--- src/rtl/esc_rx_pkg.sv ---
// Shared types and command constants for the escape-mode receive path.
package esc_rx_pkg;

    typedef enum logic [2:0] {
        StIdle,
        StCmd,
        StLpdt,
        StUlps,
        StWait
    } esc_state_e;

    // Entry command values as assembled with the first received bit in bit 0.
    localparam logic [7:0] CMD_LPDT     = 8'h87;
    localparam logic [7:0] CMD_ULPS     = 8'h78;
    localparam logic [7:0] CMD_RST_TRIG = 8'h46;
    localparam logic [7:0] CMD_TRIG3    = 8'hBA;
    localparam logic [7:0] CMD_TRIG4    = 8'h84;
    localparam logic [7:0] CMD_TRIG5    = 8'h05;

    function automatic logic [7:0] bit_rev8(input logic [7:0] b);
        logic [7:0] r;
        for (int i = 0; i < 8; i++) begin
            r[i] = b[7-i];
        end
        return r;
    endfunction

endpackage

--- src/rtl/esc_rx_fifo.sv ---
// First-word-fall-through payload FIFO clocked on the falling escape-clock edge.
module esc_rx_fifo #(
    parameter int unsigned DATA_W     = 8,
    parameter int unsigned FIFO_DEPTH = 4,
    localparam int unsigned AddrW     = $clog2(FIFO_DEPTH),
    localparam int unsigned LvlW      = AddrW + 1
) (
    input  logic              clk_i,
    input  logic              rst_ni,
    input  logic              push_i,
    input  logic [DATA_W-1:0] wdata_i,
    input  logic              pop_i,
    output logic [DATA_W-1:0] rdata_o,
    output logic              valid_o,
    output logic              drop_o,
    output logic [LvlW-1:0]   level_o
);

    logic [DATA_W-1:0] mem_q [FIFO_DEPTH];
    logic [AddrW-1:0]  wr_ptr_q, wr_ptr_d;
    logic [AddrW-1:0]  rd_ptr_q, rd_ptr_d;
    logic [LvlW-1:0]   level_q, level_d;
    logic              full, do_push, do_pop;

    assign valid_o = (level_q != '0);
    assign full    = (level_q == LvlW'(FIFO_DEPTH));
    assign do_pop  = pop_i & valid_o;
    // A full FIFO still accepts a push when the head leaves on the same edge.
    assign do_push = push_i & (~full | do_pop);
    assign drop_o  = push_i & full & ~do_pop;
    assign rdata_o = valid_o ? mem_q[rd_ptr_q] : '0;
    assign level_o = level_q;

    always_comb begin
        wr_ptr_d = do_push ? wr_ptr_q + 1'b1 : wr_ptr_q;
        rd_ptr_d = do_pop ? rd_ptr_q + 1'b1 : rd_ptr_q;
        level_d  = level_q;
        case ({do_push, do_pop})
            2'b10:   level_d = level_q + 1'b1;
            2'b01:   level_d = level_q - 1'b1;
            default: level_d = level_q;
        endcase
    end

    always_ff @(negedge clk_i or negedge rst_ni) begin
        if (!rst_ni) begin
            wr_ptr_q <= '0;
            rd_ptr_q <= '0;
            level_q  <= '0;
        end else begin
            wr_ptr_q <= wr_ptr_d;
            rd_ptr_q <= rd_ptr_d;
            level_q  <= level_d;
        end
    end

    always_ff @(negedge clk_i) begin
        if (do_push) begin
            mem_q[wr_ptr_q] <= wdata_i;
        end
    end

endmodule

--- src/rtl/esc_rx_deser_fifo.sv ---
// Escape-mode receive deserializer: entry-command decode, LPDT word assembly
// and a buffered valid/ready payload output.
module esc_rx_deser_fifo
    import esc_rx_pkg::*;
#(
    parameter int unsigned DATA_W     = 8,
    parameter bit          LSB_FIRST  = 1'b1,
    parameter int unsigned FIFO_DEPTH = 4
) (
    input  logic                        RxClkEsc,
    input  logic                        RstN,
    input  logic                        SerBit,
    input  logic                        EscDeserEn,
    input  logic                        RxReadyEsc,
    output logic [DATA_W-1:0]           RxEscData,
    output logic                        RxValidEsc,
    output logic                        RxLpdtEsc,
    output logic                        RxUlpsEsc,
    output logic [3:0]                  RxTriggerEsc,
    output logic                        ErrEscCmd,
    output logic                        ErrSyncEsc,
    output logic                        ErrOverflow,
    output logic [$clog2(FIFO_DEPTH):0] FifoLevel
);

    localparam int unsigned CntW = $clog2(DATA_W);

    localparam logic [7:0] CmdLpdt    = LSB_FIRST ? CMD_LPDT     : bit_rev8(CMD_LPDT);
    localparam logic [7:0] CmdUlps    = LSB_FIRST ? CMD_ULPS     : bit_rev8(CMD_ULPS);
    localparam logic [7:0] CmdRstTrig = LSB_FIRST ? CMD_RST_TRIG : bit_rev8(CMD_RST_TRIG);
    localparam logic [7:0] CmdTrig3   = LSB_FIRST ? CMD_TRIG3    : bit_rev8(CMD_TRIG3);
    localparam logic [7:0] CmdTrig4   = LSB_FIRST ? CMD_TRIG4    : bit_rev8(CMD_TRIG4);
    localparam logic [7:0] CmdTrig5   = LSB_FIRST ? CMD_TRIG5    : bit_rev8(CMD_TRIG5);

    esc_state_e        state_q, state_d;
    logic [CntW-1:0]   cnt_q, cnt_d;
    logic [DATA_W-1:0] shift_q, shift_d;
    logic              lpdt_q, lpdt_d;
    logic              ulps_q, ulps_d;
    logic [3:0]        trig_q, trig_d;
    logic              err_cmd_q, err_cmd_d;
    logic              err_sync_q, err_sync_d;
    logic              ovf_q, ovf_d;

    logic [CntW-1:0]   slot;
    logic [DATA_W-1:0] shift_bit;
    logic              push;
    logic              fifo_drop;

    // shift_q with this edge's bit placed; the command byte uses an 8-bit frame.
    always_comb begin
        if (LSB_FIRST) begin
            slot = cnt_q;
        end else if (state_q == StLpdt) begin
            slot = CntW'(DATA_W - 1) - cnt_q;
        end else begin
            slot = CntW'(7) - cnt_q;
        end
        shift_bit       = shift_q;
        shift_bit[slot] = SerBit;
    end

    always_comb begin
        state_d    = state_q;
        cnt_d      = cnt_q;
        shift_d    = shift_q;
        lpdt_d     = lpdt_q;
        ulps_d     = ulps_q;
        trig_d     = '0;
        err_cmd_d  = 1'b0;
        err_sync_d = 1'b0;
        ovf_d      = ovf_q | fifo_drop;
        push       = 1'b0;

        if (state_q != StIdle && !EscDeserEn) begin
            state_d    = StIdle;
            lpdt_d     = 1'b0;
            ulps_d     = 1'b0;
            err_sync_d = (cnt_q != '0) && (state_q == StCmd || state_q == StLpdt);
            cnt_d      = '0;
            shift_d    = '0;
        end else begin
            unique case (state_q)
                StIdle: begin
                    if (EscDeserEn) begin
                        state_d = StCmd;
                        cnt_d   = CntW'(1);
                        shift_d = shift_bit;
                        ovf_d   = 1'b0;
                    end
                end
                StCmd: begin
                    if (cnt_q == CntW'(7)) begin
                        cnt_d   = '0;
                        shift_d = '0;
                        state_d = StWait;
                        case (shift_bit[7:0])
                            CmdLpdt: begin
                                state_d = StLpdt;
                                lpdt_d  = 1'b1;
                            end
                            CmdUlps: begin
                                state_d = StUlps;
                                ulps_d  = 1'b1;
                            end
                            CmdRstTrig: trig_d    = 4'b0001;
                            CmdTrig3:   trig_d    = 4'b0010;
                            CmdTrig4:   trig_d    = 4'b0100;
                            CmdTrig5:   trig_d    = 4'b1000;
                            default:    err_cmd_d = 1'b1;
                        endcase
                    end else begin
                        cnt_d   = cnt_q + 1'b1;
                        shift_d = shift_bit;
                    end
                end
                StLpdt: begin
                    if (cnt_q == CntW'(DATA_W - 1)) begin
                        push    = 1'b1;
                        cnt_d   = '0;
                        shift_d = '0;
                    end else begin
                        cnt_d   = cnt_q + 1'b1;
                        shift_d = shift_bit;
                    end
                end
                StUlps, StWait: begin
                    state_d = state_q;
                end
                default: state_d = StIdle;
            endcase
        end
    end

    always_ff @(negedge RxClkEsc or negedge RstN) begin
        if (!RstN) begin
            state_q    <= StIdle;
            cnt_q      <= '0;
            shift_q    <= '0;
            lpdt_q     <= 1'b0;
            ulps_q     <= 1'b0;
            trig_q     <= '0;
            err_cmd_q  <= 1'b0;
            err_sync_q <= 1'b0;
            ovf_q      <= 1'b0;
        end else begin
            state_q    <= state_d;
            cnt_q      <= cnt_d;
            shift_q    <= shift_d;
            lpdt_q     <= lpdt_d;
            ulps_q     <= ulps_d;
            trig_q     <= trig_d;
            err_cmd_q  <= err_cmd_d;
            err_sync_q <= err_sync_d;
            ovf_q      <= ovf_d;
        end
    end

    esc_rx_fifo #(
        .DATA_W    (DATA_W),
        .FIFO_DEPTH(FIFO_DEPTH)
    ) u_fifo (
        .clk_i  (RxClkEsc),
        .rst_ni (RstN),
        .push_i (push),
        .wdata_i(shift_bit),
        .pop_i  (RxReadyEsc),
        .rdata_o(RxEscData),
        .valid_o(RxValidEsc),
        .drop_o (fifo_drop),
        .level_o(FifoLevel)
    );

    assign RxLpdtEsc    = lpdt_q;
    assign RxUlpsEsc    = ulps_q;
    assign RxTriggerEsc = trig_q;
    assign ErrEscCmd    = err_cmd_q;
    assign ErrSyncEsc   = err_sync_q;
    assign ErrOverflow  = ovf_q;

endmodule

--- config.mk ---
export PLATFORM = sky130hd
export DESIGN_NAME = esc_rx_deser_fifo
export DESIGN_NICKNAME = d
export VERILOG_FILES = /design/src/rtl/esc_rx_pkg.sv /design/src/rtl/esc_rx_fifo.sv /design/src/rtl/esc_rx_deser_fifo.sv
export SDC_FILE = /design/constraint.sdc
export NUM_CORES = 1
export LEC_CHECK = 0
export BUFFER_PORTS_ARGS = -buffer_cell sky130_fd_sc_hd__buf_2
export CAP_MARGIN = 20
export CORE_ASPECT_RATIO = 0.7
export CORE_MARGIN = 5
export CORE_UTILIZATION = 45
export DETAILED_ROUTE_END_ITERATION = 10
export SLEW_MARGIN = 10
export SYNTH_ARGS = -nofsm -noshare
export SYNTH_HDL_FRONTEND = slang
export SYNTH_SLANG_ARGS = --single-unit
--- constraint.sdc ---
create_clock -name RxClkEsc -period 5.34 [get_ports RxClkEsc]
set_input_delay 0.801 -clock RxClkEsc [delete_from_list [all_inputs] [get_ports RxClkEsc]]
set_output_delay 0.801 -clock RxClkEsc [all_outputs]
set_load 0.02 [all_outputs]
==> impl_metrics.yaml <==
die:
  rows: 26
  core_area_um2: 7220
  io_pins: 26
  initial_utilization_pct: 45.6
  die_h_um: 81.6
  die-area_um2: 9150
  die_w_um: 112
cts:
  worstSkewPairLatency_ps: 400
  cts_sinks: 62
  h-tree-depth: 3
  clockRootBuffer: "clkbuf_8"
  holdBufCountCts: 0
  cts_setup_buffers: 0
  cts_tree: "yes"
  cts_resized: 0
  clkSlewWorstSetupHoldPaths_ps: 60
  cts-buffers-inserted: 9
  cts_buffer_depth: 2
finish:
  diodes: 0
  instances_no_fill: 440
  drive_gt1_share_pct: 20.8
  stdcell_area_um2: 3800
  fin_nets: 351
  final_util_pct: 52.6
  syn2layout_area_growth_pct: 15.4
yosys:
  synth_top_family_by_area: "simple AND/OR/NAND/NOR gates"
  syn_inst: 281
  syn_nets: 295
  synth-edff-count: 32
  synth_xor_area_share_pct: 2.66
  yosysUniqueCellTypes: 54
  ys_warn_count: 0
  ys_ff_latch: 62
  yosys.area_share.simple_pct: 17.1
  synth_ff_type: "edfxtp_1"
  yosysSeqAreaShare_pct: 52.0
  yosys-top-cells-area: "edfxtp_1 (29%), dfrtn_1 (23%), mux4_2 (5.5%), and2_1 (3.0%), ha_1 (3.0%)"
  yosysTopAreaCellShare_pct: 29.2
  netlist_area_um2: 3290
  synth_mux_area_share_pct: 8.55
  post-synth-top-area-cell: "edfxtp_1"
  synth_compound_area_share_pct: 10.3
  async_flop_share_pct: 48.4
  avgSynthCellArea_um2: 11.7
  synth_adder_area_share_pct: 3.65
worst_setup_path:
  start_kind: "flop"
  cpPeakStageDelay_ps: 510
  worstSetupPathType: "flop to primary output"
  cp.required_ps: 4540
  cp_num_buf_inv: 2
  worstPathCellList: "buf_6 > mux4_2 > and2_1 > buf_2"
  cp_slowest_cell: "mux4_2"
  cpLargestDelayFamily: "multiplexers"
  path_max_fanout: 10
  worstSetupEndpointType: "primary output"
  arrival_ps: 4420
timing:
  rsz0062_at_grt: "false"
  finalSetupViolCount: 0
  finalHoldViolCount: 0
  slew_headroom_pct: 41.8
  final.setup.worst_slack_ps: 123
  tightest_slew_ps: 864
  clock_skew_ps: 70.3
  finalMaxSlewViolations: 0
route:
  drc: 0
  num_vias: 2296
  dr.first_iter.drc_count: 129
  avgRoutedWirePerCell_um: 15.3
  antenna_left: 0
  finalWirelength_um: 6720
  dr.pass1.iters: 4
  via_per_inst: 5.22
global_route:
  grt_usage_pct: 15.8
  antenna_found_initial: 0
  gr-total-overflow: 0
  grt_pass1_wl_um: 11200
  grt_max_degree: 31
  grt_pass1_vias: 2221
status:
  status: "completed"
placement:
  gp_congestion: 0.800
  post_dp_cell_area_um2: 3480
  dp_hpwl_um: 4690
  dp.cells: 393
  dpl_worst_slack_ps: -145
  port_buffers: 25
worst_hold_path:
  hold_path.class: "flop to flop"
power_and_ir_drop:
  vdd_drop_max_mv: 0.292
  power_leakage_nw: 1.66
  power_density_nw_per_um2: 389
run:
  max-cap-violations: 0
worst reg2reg max path, stage by stage, from the launching register on:
cell and delay, ps:
dfrtn_1 910, ha_1 270, ha_1 190, inv_1 120, nor4_2 300, inv_1 80
ha_2 180, inv_1 60, fa_2 180, xor2_1 130, nor2_1 60, xor2_1 140
area by class of cell:
| cell class | count | area, um^2 |
|---|---|---|
| clock buffer | 9 | 124 |
| clock inverter | 39 | 195 |
| fill | 657 | 3420 |
| inverter | 22 | 82.6 |
| multi-input combinational | 180 | 1400 |
| sequential | 62 | 1710 |
| tap | 98 | 123 |
| timing repair buffer | 30 | 166 |
synth_stat cells (5+ instances only):
library cell  count
o21ai_0          13
mux4_2            8
mux2i_1           9
nor2_1           11
dfrtn_1          30
and2_1           16
clkbuf_1          5
nor4_1            6
nor3_1            6
nand2_1          26
nand3b_1          7
ha_1              8
xnor2_1           6
inv_1            23
edfxtp_1         32
registers in the layout, summed over array words and instances (netlist names), 2 cells and up:
register and cells:
u_fifo.mem_q 32, shift_q 8, RxTriggerEsc 4, cnt_q 3
state_q 3, u_fifo.level_o 3, u_fifo.rd_ptr_q 2, u_fifo.wr_ptr_q 2
through the flow:
| step | hold slack (ps) | total power [W] | setup TNS [ps] |
|---|---|---|---|
| 5_1_grt | 479 | 0.00159 | 0 |
| 3_3_place_gp | 442 | 0.00101 | -115 |
| 6_report | 451 | 0.00148 | 0 |
| 3_5_place_dp | 449 | 0.00102 | -174 |
| 4_1_cts | 452 | 0.00150 | 0 |
| 2_1_floorplan | 466 | 0.000916 | 0 |
kinds of logic after synthesis:
kind of cell    after synthesis
flops                        62
fa+ha+maj                     9
simple gates                 98
compound gates               45
xor+xnor                     10
mux                          18
buf+inv                      39
power by group:
group          internal (W)  total, W  switching, W
registers          0.000539  0.000591     0.0000514
logic              0.000176  0.000382      0.000207
clock network      0.000216  0.000503      0.000286
cell usage in the layout, fill, tap and decap left out, types with 3 or more instances in the layout:
cell type / n
nor4_1: 6
o21ai_1: 4
nand3b_1: 7
mux4_2: 8
nand3_1: 3
nor3b_1: 4
a21oi_1: 4
dfrtn_1: 30
edfxtp_1: 32
mux2i_1: 9
nor3_1: 6
buf_4: 4
o21ai_0: 13
ha_1: 7
nor2_1: 11
inv_8: 3
nor2b_1: 3
xnor2_1: 6
buf_2: 25
inv_1: 54
or3b_1: 4
and2_1: 16
nand2_1: 26
xor2_1: 4
clkbuf_8: 9
metal layers:
metal / global-route usage [%] / wire length [um]
met3: 4.93 / 302
met1: 22.3 / 3370
met4: 3.84 / 35
met2: 24.0 / 3010
met5: 0 / 0
final timing paths:
path | start | end | slack [ps] | cells after the start
min in group asynchronous | RstN | RxLpdtEsc | 3060 | 1
worst max-delay path | u_fifo.rd_ptr_q[0] | RxEscData[3] | 120 | 4
worst max register to register | cnt_q[0] | u_fifo.level_o[2] | 2570 | 11
worst min-delay path | ErrOverflow | ErrOverflow | 450 | 1
max in group asynchronous | RstN | u_fifo.rd_ptr_q[1] | 1780 | 1
worst min register to register | ErrOverflow | ErrOverflow | 450 | 1
Note: power is estimated with default switching activity, not from simulation.
